## config.mk

```make
export PLATFORM = sky130hd
export DESIGN_NAME = issue_queue
export DESIGN_NICKNAME = d
export VERILOG_FILES = /design/src/rtl/issue_queue.sv
export SDC_FILE = /design/constraint.sdc
export NUM_CORES = 1
export LEC_CHECK = 0
export ABC_AREA = 1
export CORE_MARGIN = 3
export CORE_UTILIZATION = 50
export DETAILED_ROUTE_END_ITERATION = 8
export HOLD_SLACK_MARGIN = 0.06
export PLACE_DENSITY_LB_ADDON = 0.1
export SLEW_MARGIN = 20
export SYNTH_ARGS = -nofsm -noshare
export SYNTH_HDL_FRONTEND = slang
export SYNTH_SLANG_ARGS = --single-unit
export TNS_END_PERCENT = 1
```

## constraint.sdc

```tcl
create_clock -name clock -period 9.5 [get_ports clock]
set_input_delay 0.95 -clock clock [delete_from_list [all_inputs] [get_ports clock]]
set_output_delay 0.95 -clock clock [all_outputs]
set_load 0.05 [all_outputs]
```

## src/rtl/issue_queue.sv

```systemverilog
// Issue queue: a circular buffer of {inst, pc} entries. Fetch pushes up to
// FETCH_WIDTH entries per cycle. Each cycle an in-order group of up to
// ISSUE_WIDTH head entries is formed, and that group is cut at the first
// RAW, WAW, second-memory-op or post-control hazard.

// Per-slot RV32 decode of the fields used by the group hazard checks.
module iq_decode (
  input  logic [31:0] i_inst,
  output logic        o_wr,
  output logic        o_use1,
  output logic        o_use2,
  output logic        o_mem,
  output logic        o_ctrl,
  output logic [4:0]  o_rd,
  output logic [4:0]  o_rs1,
  output logic [4:0]  o_rs2
);
  logic [6:0] w_op;
  logic       w_unused;

  assign w_op     = i_inst[6:0];
  assign o_rd     = i_inst[11:7];
  assign o_rs1    = i_inst[19:15];
  assign o_rs2    = i_inst[24:20];
  assign w_unused = ^{i_inst[31:25], i_inst[14:12]};

  // Opcode-class flags.
  always_comb begin
    o_wr   = (w_op == 7'b0000011 || w_op == 7'b0010011 || w_op == 7'b0110011 ||
              w_op == 7'b0110111 || w_op == 7'b0010111 || w_op == 7'b1101111 ||
              w_op == 7'b1100111) && (o_rd != 5'd0);
    o_use1 = !(w_op == 7'b0110111 || w_op == 7'b0010111 || w_op == 7'b1101111);
    o_use2 = (w_op == 7'b0110011 || w_op == 7'b0100011 || w_op == 7'b1100011);
    o_mem  = (w_op == 7'b0000011 || w_op == 7'b0100011);
    o_ctrl = (w_op == 7'b1100011 || w_op == 7'b1101111 || w_op == 7'b1100111);
  end
endmodule

module issue_queue #(
  parameter int FETCH_WIDTH = 2,
  parameter int ISSUE_WIDTH = 2,
  parameter int DEPTH       = 8
) (
  input  logic                             clock,
  input  logic                             reset,
  input  logic [$clog2(FETCH_WIDTH+1)-1:0] in_count,
  input  logic [32*FETCH_WIDTH-1:0]        in_inst,
  input  logic [31:0]                      in_pc,
  output logic                             in_ready,
  output logic [ISSUE_WIDTH-1:0]           out_valid,
  output logic [32*ISSUE_WIDTH-1:0]        out_inst,
  output logic [32*ISSUE_WIDTH-1:0]        out_pc,
  input  logic                             out_ready,
  input  logic                             flush,
  output logic [$clog2(DEPTH+1)-1:0]       count
);
  localparam int PTR_W = $clog2(DEPTH);
  localparam int CNT_W = $clog2(DEPTH+1);
  localparam int IN_W  = $clog2(FETCH_WIDTH+1);

  logic [31:0]      r_inst [DEPTH];
  logic [31:0]      r_pc   [DEPTH];
  logic [PTR_W-1:0] r_head, r_tail;
  logic [CNT_W-1:0] r_count;

  logic [ISSUE_WIDTH-1:0][31:0] w_hd_inst, w_hd_pc;
  logic [ISSUE_WIDTH-1:0]       w_wr, w_use1, w_use2, w_mem, w_ctrl, w_valid;
  logic [ISSUE_WIDTH-1:0][4:0]  w_rd, w_rs1, w_rs2;
  logic [CNT_W-1:0]             w_push_n, w_pop_n;

  // Credit is granted from registered occupancy only, so pops never feed in_ready.
  assign in_ready  = (r_count <= CNT_W'(DEPTH - FETCH_WIDTH));
  assign count     = r_count;
  assign out_valid = w_valid;
  assign out_inst  = w_hd_inst;
  assign out_pc    = w_hd_pc;

  // Head window: read and decode the oldest ISSUE_WIDTH entries.
  for (genvar j = 0; j < ISSUE_WIDTH; j++) begin : g_slot
    assign w_hd_inst[j] = r_inst[r_head + PTR_W'(j)];
    assign w_hd_pc[j]   = r_pc[r_head + PTR_W'(j)];
    iq_decode u_dec (
      .i_inst (w_hd_inst[j]),
      .o_wr   (w_wr[j]),
      .o_use1 (w_use1[j]),
      .o_use2 (w_use2[j]),
      .o_mem  (w_mem[j]),
      .o_ctrl (w_ctrl[j]),
      .o_rd   (w_rd[j]),
      .o_rs1  (w_rs1[j]),
      .o_rs2  (w_rs2[j])
    );
  end

  // Group formation. The mask is contiguous, so every slot before j is already valid.
  always_comb begin
    logic ok;
    w_valid    = '0;
    w_valid[0] = (r_count != '0) && !flush;
    for (int j = 1; j < ISSUE_WIDTH; j++) begin
      ok = w_valid[j-1] && (r_count > CNT_W'(j));
      for (int i = 0; i < j; i++) begin
        if (w_wr[i] && ((w_use1[j] && w_rd[i] == w_rs1[j]) ||
                        (w_use2[j] && w_rd[i] == w_rs2[j]))) ok = 1'b0;
        if (w_wr[i] && w_wr[j] && w_rd[i] == w_rd[j])        ok = 1'b0;
        if (w_mem[i] && w_mem[j])                            ok = 1'b0;
        if (w_ctrl[i])                                       ok = 1'b0;
      end
      w_valid[j] = ok;
    end
  end

  // Push/pop amounts. Flush has already zeroed w_valid, and it blocks the push.
  always_comb begin
    w_pop_n  = '0;
    w_push_n = '0;
    if (out_ready) begin
      for (int j = 0; j < ISSUE_WIDTH; j++) w_pop_n = w_pop_n + CNT_W'(w_valid[j]);
    end
    if (in_ready && !flush) begin
      if (in_count > IN_W'(FETCH_WIDTH)) w_push_n = CNT_W'(FETCH_WIDTH);
      else                               w_push_n = CNT_W'(in_count);
    end
  end

  // Storage write. The payload needs no reset because occupancy gates visibility.
  always_ff @(posedge clock) begin
    if (!reset) begin
      for (int k = 0; k < FETCH_WIDTH; k++) begin
        if (CNT_W'(k) < w_push_n) begin
          r_inst[r_tail + PTR_W'(k)] <= in_inst[32*k +: 32];
          r_pc[r_tail + PTR_W'(k)]   <= in_pc + 32'(4*k);
        end
      end
    end
  end

  // Pointer and occupancy update. Flush empties the queue; reset overrides everything.
  always_ff @(posedge clock) begin
    if (reset) begin
      r_head  <= '0;
      r_tail  <= '0;
      r_count <= '0;
    end else if (flush) begin
      r_head  <= '0;
      r_tail  <= '0;
      r_count <= '0;
    end else begin
      r_head  <= r_head + PTR_W'(w_pop_n);
      r_tail  <= r_tail + PTR_W'(w_push_n);
      r_count <= r_count + w_push_n - w_pop_n;
    end
  end
endmodule

```

==> Word level (Yosys, flattened, before mapping) <==
Memory sizes are Yosys's and may differ from the RTL's. A register that Yosys moved wholly into a read port is not among the register bits.
Cells that the tools add are included.
{ "totals": {"register_bits": 10, "mem_bits_rw": 512, "inputBits": 102, "out_inout_bits": 135, "elab_cells": 92, "n_memories": 2} }
{ "mem_list": {"columns": ["name", "depth", "width", "rd", "rd_ports_with_merged_regs", "wr", "line_no", "text"], "rows": [
  ["r_inst", 8, 32, 2, 1, 2, "61", "logic [31:0] r_inst [DEPTH];"],
  ["r_pc", 8, 32, 2, 1, 2, "62", "logic [31:0] r_pc [DEPTH];"]
]} }
{ "op_classes": {"addsub": 8, "n_lt_le_gt_ge": 5, "eq_ne": 21, "mux": 15, "reduce_logical": 38} }
{ "ops": {"columns": ["cell", "count"], "rows": [
  ["equality test 7 x 6 -> 1 bit (second input constant)", 6],
  ["equality test 7 bit (second input constant)", 6],
  ["adder 32 x 3 -> 32 bit (second input constant)", 1],
  ["equality test 7 x 5 -> 1 bit (second input constant)", 4],
  ["logical OR 1 bit", 21],
  ["equality test 5 bit", 3],
  ["equality test 7 x 2 -> 1 bit (second input constant)", 2],
  ["logical AND 1 bit", 11],
  ["2-to-1 mux 1 bit", 10],
  ["nonzero test 5 bit", 2],
  ["< comparator 1 x 4 -> 1 bit (first input constant)", 2],
  ["adder 3 x 1 -> 3 bit (second input constant)", 2],
  ["adder 3 bit", 2],
  ["2-to-1 mux 2 bit", 3],
  ["2-to-1 mux 3 bit", 2],
  ["adder 4 bit", 1],
  ["greater-than comparator 4 x 1 -> 1 bit (second input constant)", 1],
  ["<= comparator 4 x 3 -> 1 bit (second input constant)", 1],
  ["nonzero test 4 bit", 1],
  ["subtractor 4 bit", 1],
  ["adder 1 x 1 -> 2 bit", 1],
  ["greater-than comparator 2 bit (second input constant)", 1],
  ["logical NOT 1 bit", 2],
  ["OR reduction 2 bit", 1]
]} }

==> Logic depth before layout (Yosys ltp) <==
Gate-level depths: netlist of the first run.
An unclocked memory read counts as a cell.
{ "logic_depth": {"ltp_word": 19, "ltp_mapped": 29, "depth_no_buf": 27} }

==> By module <==
From an unflattened synthesis of the first run, not the netlist that was laid out.
{ "hier_totals": {"hier_cells": 4295, "area_unflattened_um2": 32623.8} }
{ "modules_own_cells": {"columns": ["mod", "instances", "cells_each", "area_each_um2", "seq_area_each_um2"], "rows": [
  ["issue_queue", 1, 4207, 32140.8, 15574.9],
  ["iq_decode", 2, 44, 241.5, 0.0]
]} }

==> Worst setup path before layout of the first run <==
Ideal clock, no wire load.
{ "synth_path": {"kind": "register -> register", "startpoint": "register r_count[3], in the netlist count[3]", "endpoint": "memory r_inst[0][0] (enable)", "setup_ps": 661, "arrival_ps": 9118, "required_time_ps": 8839, "path_slack_ps": -279, "stages_incl_launch_ff": 8, "n_path_buf": 0, "period_less_slack_ps": 9779, "path_cell_list": "dfxtp_1 inv_1 ha_1 a31oi_1 nand2_1 nor3_1 o21ai_1 o41ai_1"} }
{ "synth_rtl": {"columns": ["item", "line_no", "text"], "rows": [
  ["start: declaration", "64", "logic [CNT_W-1:0] r_count;"],
  ["start signal: assignment", "151", "r_count <= r_count + w_push_n - w_pop_n;"],
  ["end: declaration", "61", null]
]} }

==> Worst setup path in the final report of the first run <==
{ "layout_path": {"startpoint": "register r_head[0]", "endpoint": "output out_valid[1]"} }
{ "layout_between": {"elab_chain_len": 15, "word_cells_on_any_way": 39, "classes_between": "add/sub (1); eq/ne (12); mux (4); reduce/logical (21); memory (1)"} }
{ "layout_lines": {"columns": ["item", "line_no", "text"], "rows": [
  ["start: declaration", "63", "logic [PTR_W-1:0] r_head, r_tail;"],
  ["start signal: assignment", "149", "r_head <= r_head + PTR_W'(w_pop_n);"],
  ["adder 3 x 1 -> 3 bit *", "80", "assign w_hd_inst[j] = r_inst[r_head + PTR_W'(j)];"],
  ["memory read (8 x 32 bit) *", null, null],
  ["equality test 7 x 2 -> 1 bit or equality test 7 x 5 -> 1 bit (tied branches)", "29, 34", null],
  ["logical OR 1 bit (3 in a row)", "29", "o_wr = (w_op == 7'b0000011 || w_op == 7'b0010011 || w_op == 7'b0110011 ||"],
  ["logical OR 1 bit (3 in a row)", "30", "w_op == 7'b0110111 || w_op == 7'b0010111 || w_op == 7'b1101111 ||"],
  ["logical AND 1 bit", "31", "w_op == 7'b1100111) && (o_rd != 5'd0);"],
  ["logical AND 1 bit (2 in a row)", "105", "if (w_wr[i] && w_wr[j] && w_rd[i] == w_rd[j]) ok = 1'b0;"],
  ["2-to-1 mux 1 bit", "105", null],
  ["2-to-1 mux 1 bit *", "106", "if (w_mem[i] && w_mem[j]) ok = 1'b0;"],
  ["2-to-1 mux 1 bit *", "107", "if (w_ctrl[i]) ok = 1'b0;"],
  ["end: declaration", "50", "output logic [ISSUE_WIDTH-1:0] out_valid,"]
]} }
Mark *: on every way between the ends. The rest lies on a longest branch, timed or not.

==> summary.txt, run 1 <==
Logic synthesis
  – Ys Warns: 0
  – Mapped cell area: 0.0321 mm^2
  – Syn Inst Count: between 4,000 and 5,000
  – Number of flops mapped to enable cells by yosys: between 500 and 600
  – Xor and xnor fraction of the mapped netlist area: 0.0129
  – Yosys top cell by area: edfxtp_1
  – Mean Syn Cell Area: ~8 um^2
  – Largest family of logic cells by synthesized area: compound AO/OA/AOI/OAI gates
  – Most instantiated cells after synthesis: nand2_1 (1,087), o21ai_0 (792), edfxtp_1 (512)
  – Synth top area share: 0.479
  – Unique masters post-synth: 45
  – Most instantiated library cell after synthesis: nand2_1
  – Simple-gate share of the synthesized area: 0.187
  – Complex-gate fraction of the synthesized area: 0.218
  – Post-Syn Nets: 4,248
  – Ranking of synthesized cells by area: edfxtp_1 (48%), nand2_1 (13%), o21ai_0 (12%)
  – Post-synth top flop: edfxtp_1
  – FF+latch count, synth: about 520
  – Synth async-reset ratio: 0
  – Post-synthesis mux area share: 0
  – Register area share after synthesis: 0.485
  – Post-Synth Adder-Cell Area: 0.00717

Floorplanning
  – Core area: 0.0633 mm^2
  – DIE HEIGHT: roughly 260 um
  – Starting Density: 0.507
  – Area of the die: 0.0673 mm^2
  – Row count: 92
  – Die Wd: around 260 um
  – I/O pin count: around 240

Placed design
  – Cell Area, Placed: approximately 0.035 mm^2
  – HPWL after detailed placement: ~57,000 um
  – I/O Buffers: 236
  – Placer Congestion: about 0.84
  – Worst slack, placed: 3.56 ns

STA
  – Clk_skew: between 0.01 and 0.015 ns
  – Worst Tran Pin Value: 1.13 ns
  – Fin crit share: 0.699
  – Slack of the critical path: roughly 2.9 ns
  – Peak Freq: approximately 150 MHz
  – Rel. slew slack: 0.247
  – Crit path time final: roughly 6.6 ns
  – Endpoints failing hold: 0
  – # setup viols final: 0
  – Slew Limit Fails: 0
  – RSZ-0062 raised after global routing: false
  – WHS: between 0.6 and 0.7 ns

CTS
  – Clock sink total: 522
  – CTS HTree Levels: 2
  – Num CTS Buffers: 57
  – CTS root buf: clkbuf_16
  – Post-CTS Resized: 0
  – Clk slew on worst S/H paths: around 0.06 ns
  – Postcts setup bufs: 0
  – Clk_lat worst skew: 0.62 ns
  – Cts hold-fix bufs: 0
  – CTS tree: done
  – CTS max path bufs: 3

GRT
  – Global route overflow: 0
  – Vias in the first global route: roughly 26,000
  – Pin count of the biggest net entering global routing: 309
  – Initial antenna violation count: 3
  – Gr usage total: 0.302
  – First-pass GRT wire length: approximately 160,000 um

Setup path
  – WP data required: approximately 8.6 ns
  – RR Startpoint: r_head[0]$_SDFF_PP0_
  – Critical path endpoint category: output port
  – Startpoint type of the worst setup path: flop
  – Register-to-Register Path Depth: 22
  – Critical path class: reg2out
  – Critical path arrival: 5.69 ns
  – Crit-path leading delay family: buffers and inverters
  – FF-to-FF setup slack: ~3.5 ns
  – RR Endpoint: count[3]$_SDFF_PP0_
  – Max stage delay cell, worst path: dfxtp_4
  – Critical Path, Cell by Cell: ha_4 -> inv_4 -> buf_4 -> nand3_1 -> nand3_1 -> o21ai_0 -> nor2_1 -> nand3_1 -> nand2_1 -> nand2_1 -> inv_1 -> nand2_1 -> a21oi_1 -> clkdlybuf4s50_1
  – CP bufs+invs: 4
  – CP Max Fanout: between 70 and 80
  – Slowest stage delay, CP: just over 0.9 ns

Finish
  – Post-route design area: between 0.03 and 0.04 mm^2
  – Layout fillers: roughly 5,700
  – Core Util, Final: 0.576
  – Layout area overhead: 13.6%
  – Nets: 4,250
  – Ratio of cells with drive above 1 in the final layout: 0.0450
  – FF+latch area: 0.0156 mm^2
  – Area of the multi-input gates: around 0.014 mm^2

Route
  – First-pass DRT Iterations: 7
  – DRC errors left: 0
  – Total Wirelength: just over 100,000 um
  – Post-DRT Antenna Nets: 0
  – Drt initial violations: between 3,000 and 4,000
  – Via count: 29,000
  – Drt wl/cell: between 20 and 25 um
  – Avg Vias per Cell: between 5 and 6

Power and ir drop
  – Switch Pwr: 2.55 mW
  – Pleak: 14.3 nW
  – Comb pwr share: 0.315
  – Cell Int Power: between 4 and 5 mW
  – Switching part of the total: 0.360
  – Sequential power share: 0.372
  – Worst vdd ir: roughly 0.19 mV
  – Pwr Total: just over 7 mW
  – Power per cell area: approximately 190 mW/mm^2
  – Clk pwr share: 0.313

Job
  – Max-cap violations: 0

Worst hold path
  – Hold_sp: count[0]$_SDFF_PP0_
  – WHS Path Cells: 3
  – WHS Endpoint: count[0]$_SDFF_PP0_
  – Hold Path Class: reg2reg

Run status
  – Outcome: finished, final reports clean
-- state kept, by name (all words and copies together) (netlist names) --
| signal | cells |
|---|---|
| r_head | 3 |
| r_pc | 256 |
| r_inst | 256 |
| r_tail | 3 |
| count | 4 |
-- worst register-to-register path, delay by kind of cell (launching register included) --
| family | cells | cell delay, ns |
|---|---|---|
| fa+ha+maj | 4 | 1.48 |
| simple gates | 12 | 1.14 |
| buf+inv | 3 | 1.48 |
| compound gates | 3 | 0.84 |
| flops | 1 | 0.93 |
-- power by group through the flow --
stage                     clock [mW]  combinational [mW]  sequential [mW]
after global routing            2.32                2.40             2.64
final                           2.22                2.23             2.64
after CTS                       2.23                2.22             2.64
after floorplan                    0                1.52             2.69
after global placement             0                2.20             2.68
after detailed placement           0                2.21             2.68
-- metal layers --
metal / GRT usage / part of all wire / up-vias
met4: 0.0902 / 0.024 / 0
met5: 0 / 0 / -
met1: 0.421 / 0.42 / 13500
met3: 0.0479 / 0.098 / 174
li1: - / - / 14000
met2: 0.486 / 0.46 / 1380
-- kinds of logic (layout without fill, tap and decap cells) --
kind of cell,count (synthesis),count (layout)
other,0,3
DFF,522,522
xor gates and xnor gates,41,41
AOI/OAI and AO/OA,1333,1333
and+or+nand+nor,1492,1492
buffers and inverters,726,771
adders and majority gates,16,16
-- cells in the final DEF (no fill, tap or decap), types with 4 or more instances in the layout --
cell and n:
xnor2_1 4, fa_1 4, inv_2 6, a221oi_1 6, o211ai_1 57, edfxtp_1 512, clkinv_1 19, clkdlybuf4s50_1 236
xor2_2 5, a21oi_1 269, nor3_1 6, o41ai_2 7, a31oi_1 95, nand4_1 4, clkbuf_8 5, nand2_2 4
nor3_2 4, dfxtp_1 7, o21ai_0 792, clkbuf_16 58, nor2_4 9, inv_1 371, nand2_1 1087, o21ai_1 104
clkinv_2 8, buf_4 41, clkbuf_1 9, nor2_1 226, xor2_1 29, nor2_2 5, ha_1 11, bufinv_16 5
nand3_1 131, buf_12 4
-- layout make-up --
class | count | share of cell area
sequential | 522 | 0.427
multi-input combinational | 2882 | 0.377
timing repair buffer | 282 | 0.0761
clock buffer | 72 | 0.0426
inverter | 387 | 0.0403
tap | 846 | 0.0290
clock inverter | 30 | 0.00751
antenna | 3 | 0.000206
-- worst max path at each step --
stage | startpoint | to | slack, ns | cells after the start
final | r_head[0]$_SDFF_PP0_ | out_valid[1] | 2.86 | 14
after floorplan | count[3]$_SDFF_PP0_ | r_inst[0][0]$_DFFE_PP_ | -0.28 | 7
after CTS | r_head[0]$_SDFF_PP0_ | out_valid[1] | 2.89 | 14
after global routing | r_head[0]$_SDFF_PP0_ | out_valid[1] | 2.63 | 14
after detailed placement | r_head[0]$_SDFF_PP0_ | out_valid[1] | 3.56 | 14
after global placement | r_head[0]$_SDFF_PP0_ | out_valid[1] | 3.56 | 14
-- through the flow --
step / TNS (ns) / cells
floorplan: -142.62 / 4130
global placement: 0 / 4918
detailed placement: 0 / 4918
CTS: 0 / 5020
global route: 0 / 5021
finish: 0 / 5024
Note: power is estimated with default switching activity, not from simulation.
==> run 2, diff against run 1 <==
clock period = 5.6 ns   (was 9.5 ns; I/O delays follow)
==> run 2 against run 1 <==
Against the previous run:
- highest routed layer is now met5
- global-route usage is 0.21 points higher
- power grew 68%
- register-to-register slack worse by 2.7 ns
- die area is the same
- critical endpoint is now out_inst[45]
==> summary.txt, run 2 (synthesis gave the netlist of run 1 again) <==
CTS
  – CTS max path bufs: 3
  – Clock sink total: between 500 and 600
  – Num CTS Buffers: 57
  – Clk slew on worst S/H paths: approximately 0.060 ns
  – CTS HTree Levels: 2
  – CTS tree: done
  – Cts hold-fix bufs: 0
  – CTS root buf: clkbuf_16
  – Postcts setup bufs: 0
  – Clk_lat worst skew: about 0.63 ns
  – Post-CTS Resized: 0

Setup path
  – Critical path class: reg2out
  – Critical Path, Cell by Cell: xnor2_2 -> buf_4 -> buf_4 -> nor2_1 -> a31oi_1 -> clkdlybuf4s50_1
  – Slowest stage delay, CP: 0.91 ns
  – CP Max Fanout: 44
  – Critical path endpoint category: output port
  – Max stage delay cell, worst path: clkdlybuf4s50_1
  – Startpoint type of the worst setup path: flop
  – WP data required: around 5.0 ns
  – FF-to-FF setup slack: approximately 0.76 ns
  – RR Endpoint: count[3]$_SDFF_PP0_
  – Critical path arrival: 4.54 ns
  – Most frequent cell on the critical path: buf_4
  – RR Startpoint: r_head[0]$_SDFF_PP0_
  – Register-to-Register Path Depth: 24

Route
  – WL met1: between 40,000 and 50,000 um
  – DRC errors left: 0
  – Met3 WL: ~11,000 um
  – First-pass DRT Iterations: 6
  – Drt wl/cell: approximately 21 um
  – Max layer used: met5
  – Via count: 29,200
  – Drt initial violations: between 3,000 and 4,000
  – Avg Vias per Cell: 5.80
  – Total Wirelength: 105,000 um
  – Post-DRT Antenna Nets: 0
  – Met2 Wirelength: about 48,000 um

Finish
  – FF+latch area: roughly 0.016 mm^2
  – Ratio of cells with drive above 1 in the final layout: 0.0472
  – Area of the multi-input gates: approximately 0.014 mm^2
  – Highest-count cells in the layout ignoring fill and taps: nand2_1 (1,087), o21ai_0 (792), edfxtp_1 (512), inv_1 (371), a21oi_1 (269)
  – Layout area overhead: 13.9%
  – Nets: around 4,300
  – Core Util, Final: 0.578
  – Most common cell after layout, fill and taps aside: nand2_1
  – Non-filler cells, final: slightly above 5,000
  – Layout fillers: 5,704

Placed design
  – DP Cell Count: approximately 4,900
  – I/O Buffers: approximately 240
  – HPWL after detailed placement: between 60,000 and 70,000 um
  – Placer Congestion: 0.881
  – Worst slack, placed: between 0.8 and 0.9 ns

Floorplanning
  – Starting Density: 0.507
  – DIE HEIGHT: 259 um
  – Core area: about 0.063 mm^2
  – I/O pin count: roughly 240
  – Die Wd: 259 um
  – Row count: 92
  – Area of the die: ~0.067 mm^2

STA
  – Slew Limit Fails: 0
  – Crit path time final: slightly above 5 ns
  – WHS: between 0.6 and 0.7 ns
  – Peak Freq: between 150 and 200 MHz
  – Fin crit share: 0.911
  – Worst Tran Pin Value: between 1 and 1.5 ns
  – # setup viols final: 0
  – Endpoints failing hold: 0
  – Clk_skew: 0.0152 ns
  – RSZ-0062 raised after global routing: false
  – Slack of the critical path: 0.500 ns
  – Rel. slew slack: 0.284

Worst hold path
  – Hold_sp: count[0]$_SDFF_PP0_
  – WHS Endpoint: count[0]$_SDFF_PP0_
  – WHS Path Cells: 3
  – Hold Path Class: reg2reg

Run status
  – Outcome: finished, final reports clean

Power and ir drop
  – Switching part of the total: 0.363
  – Sequential power share: 0.374
  – Switch Pwr: approximately 4.3 mW
  – Cell Int Power: between 7 and 8 mW
  – Clk pwr share: 0.303
  – Pleak: ~14 nW
  – Power per cell area: approximately 320 mW/mm^2
  – Comb pwr share: 0.323
  – Worst vdd ir: ~0.28 mV

GRT
  – First-pass GRT wire length: around 160,000 um
  – Initial antenna violation count: 4
  – Gr usage total: 0.304
  – Vias in the first global route: 26,600
  – Global route overflow: 0
  – Pin count of the biggest net entering global routing: 212

Job
  – Max-cap violations: 0
## run 2: cell count changes in the layout (fill, tap and decap cells not counted), moves of 2 or more
cell / change
buf_4: +18
clkinvlp_4: -3
o41ai_2: -7
o41ai_4: +7
clkbuf_8: -2
clkbuf_1: +10
bufinv_16: -3
## run 2: power groups by stage
| stage | Combinational, mW | Clock, mW | Sequential, mW |
|---|---|---|---|
| after global routing | 4.13 | 3.79 | 4.45 |
| after floorplan | 2.58 | 0 | 4.55 |
| after CTS | 3.82 | 3.63 | 4.44 |
| final | 3.84 | 3.60 | 4.45 |
| after detailed placement | 3.81 | 0 | 4.53 |
| after global placement | 3.78 | 0 | 4.52 |
## run 2: final cells by class
cell class | count | share of cell area
Sequential cell | 522 | 0.426
Multi-Input combinational cell | 2882 | 0.378
Timing Repair Buffer | 299 | 0.0791
Clock buffer | 80 | 0.0427
Inverter | 387 | 0.0402
Tap cell | 846 | 0.0289
Clock inverter | 23 | 0.00472
Antenna cell | 2 | 0.000137
## run 2: critical path, delay by kind of cell, from the launching register on
| family | cells | cell delay [ns] |
|---|---|---|
| compound gates | 1 | 0.44 |
| flops | 1 | 0.49 |
| xor+xnor | 1 | 0.86 |
| simple gates | 1 | 0.11 |
| buf+inv | 3 | 1.98 |
## run 2: worst max path at each step
| stage | start | endpoint | slack (ns) |
|---|---|---|---|
| 2_1_floorplan | count[3]$_SDFF_PP0_ | r_inst[0][0]$_DFFE_PP_ | -1.20 |
| 3_3_place_gp | r_head[0]$_SDFF_PP0_ | count[3]$_SDFF_PP0_ | 0.94 |
| 3_5_place_dp | r_head[0]$_SDFF_PP0_ | count[3]$_SDFF_PP0_ | 0.83 |
| 4_1_cts | r_head[0]$_SDFF_PP0_ | out_pc[47] | 0.51 |
| 5_1_grt | r_head[0]$_SDFF_PP0_ | count[3]$_SDFF_PP0_ | 0.30 |
| 6_report | r_head[2]$_SDFF_PP0_ | out_inst[45] | 0.50 |
## run 2: per-stage QoR
step | setup TNS, ns | cell area, um^2 | power (mW)
after floorplan | -611.99 | 32200 | 7.13
after global placement | 0 | 34900 | 8.31
after detailed placement | 0 | 34900 | 8.33
after CTS | 0 | 36600 | 11.9
after global routing | 0 | 36600 | 12.4
final | 0 | 36600 | 11.9
## run 2: metal layers
| layer | GRT usage | vias to the layer above |
|---|---|---|
| met1 | 0.420 | 13500 |
| met4 | 0.103 | 4 |
| li1 | - | 14000 |
| met3 | 0.0498 | 201 |
| met5 | 0 | - |
| met2 | 0.486 | 1448 |
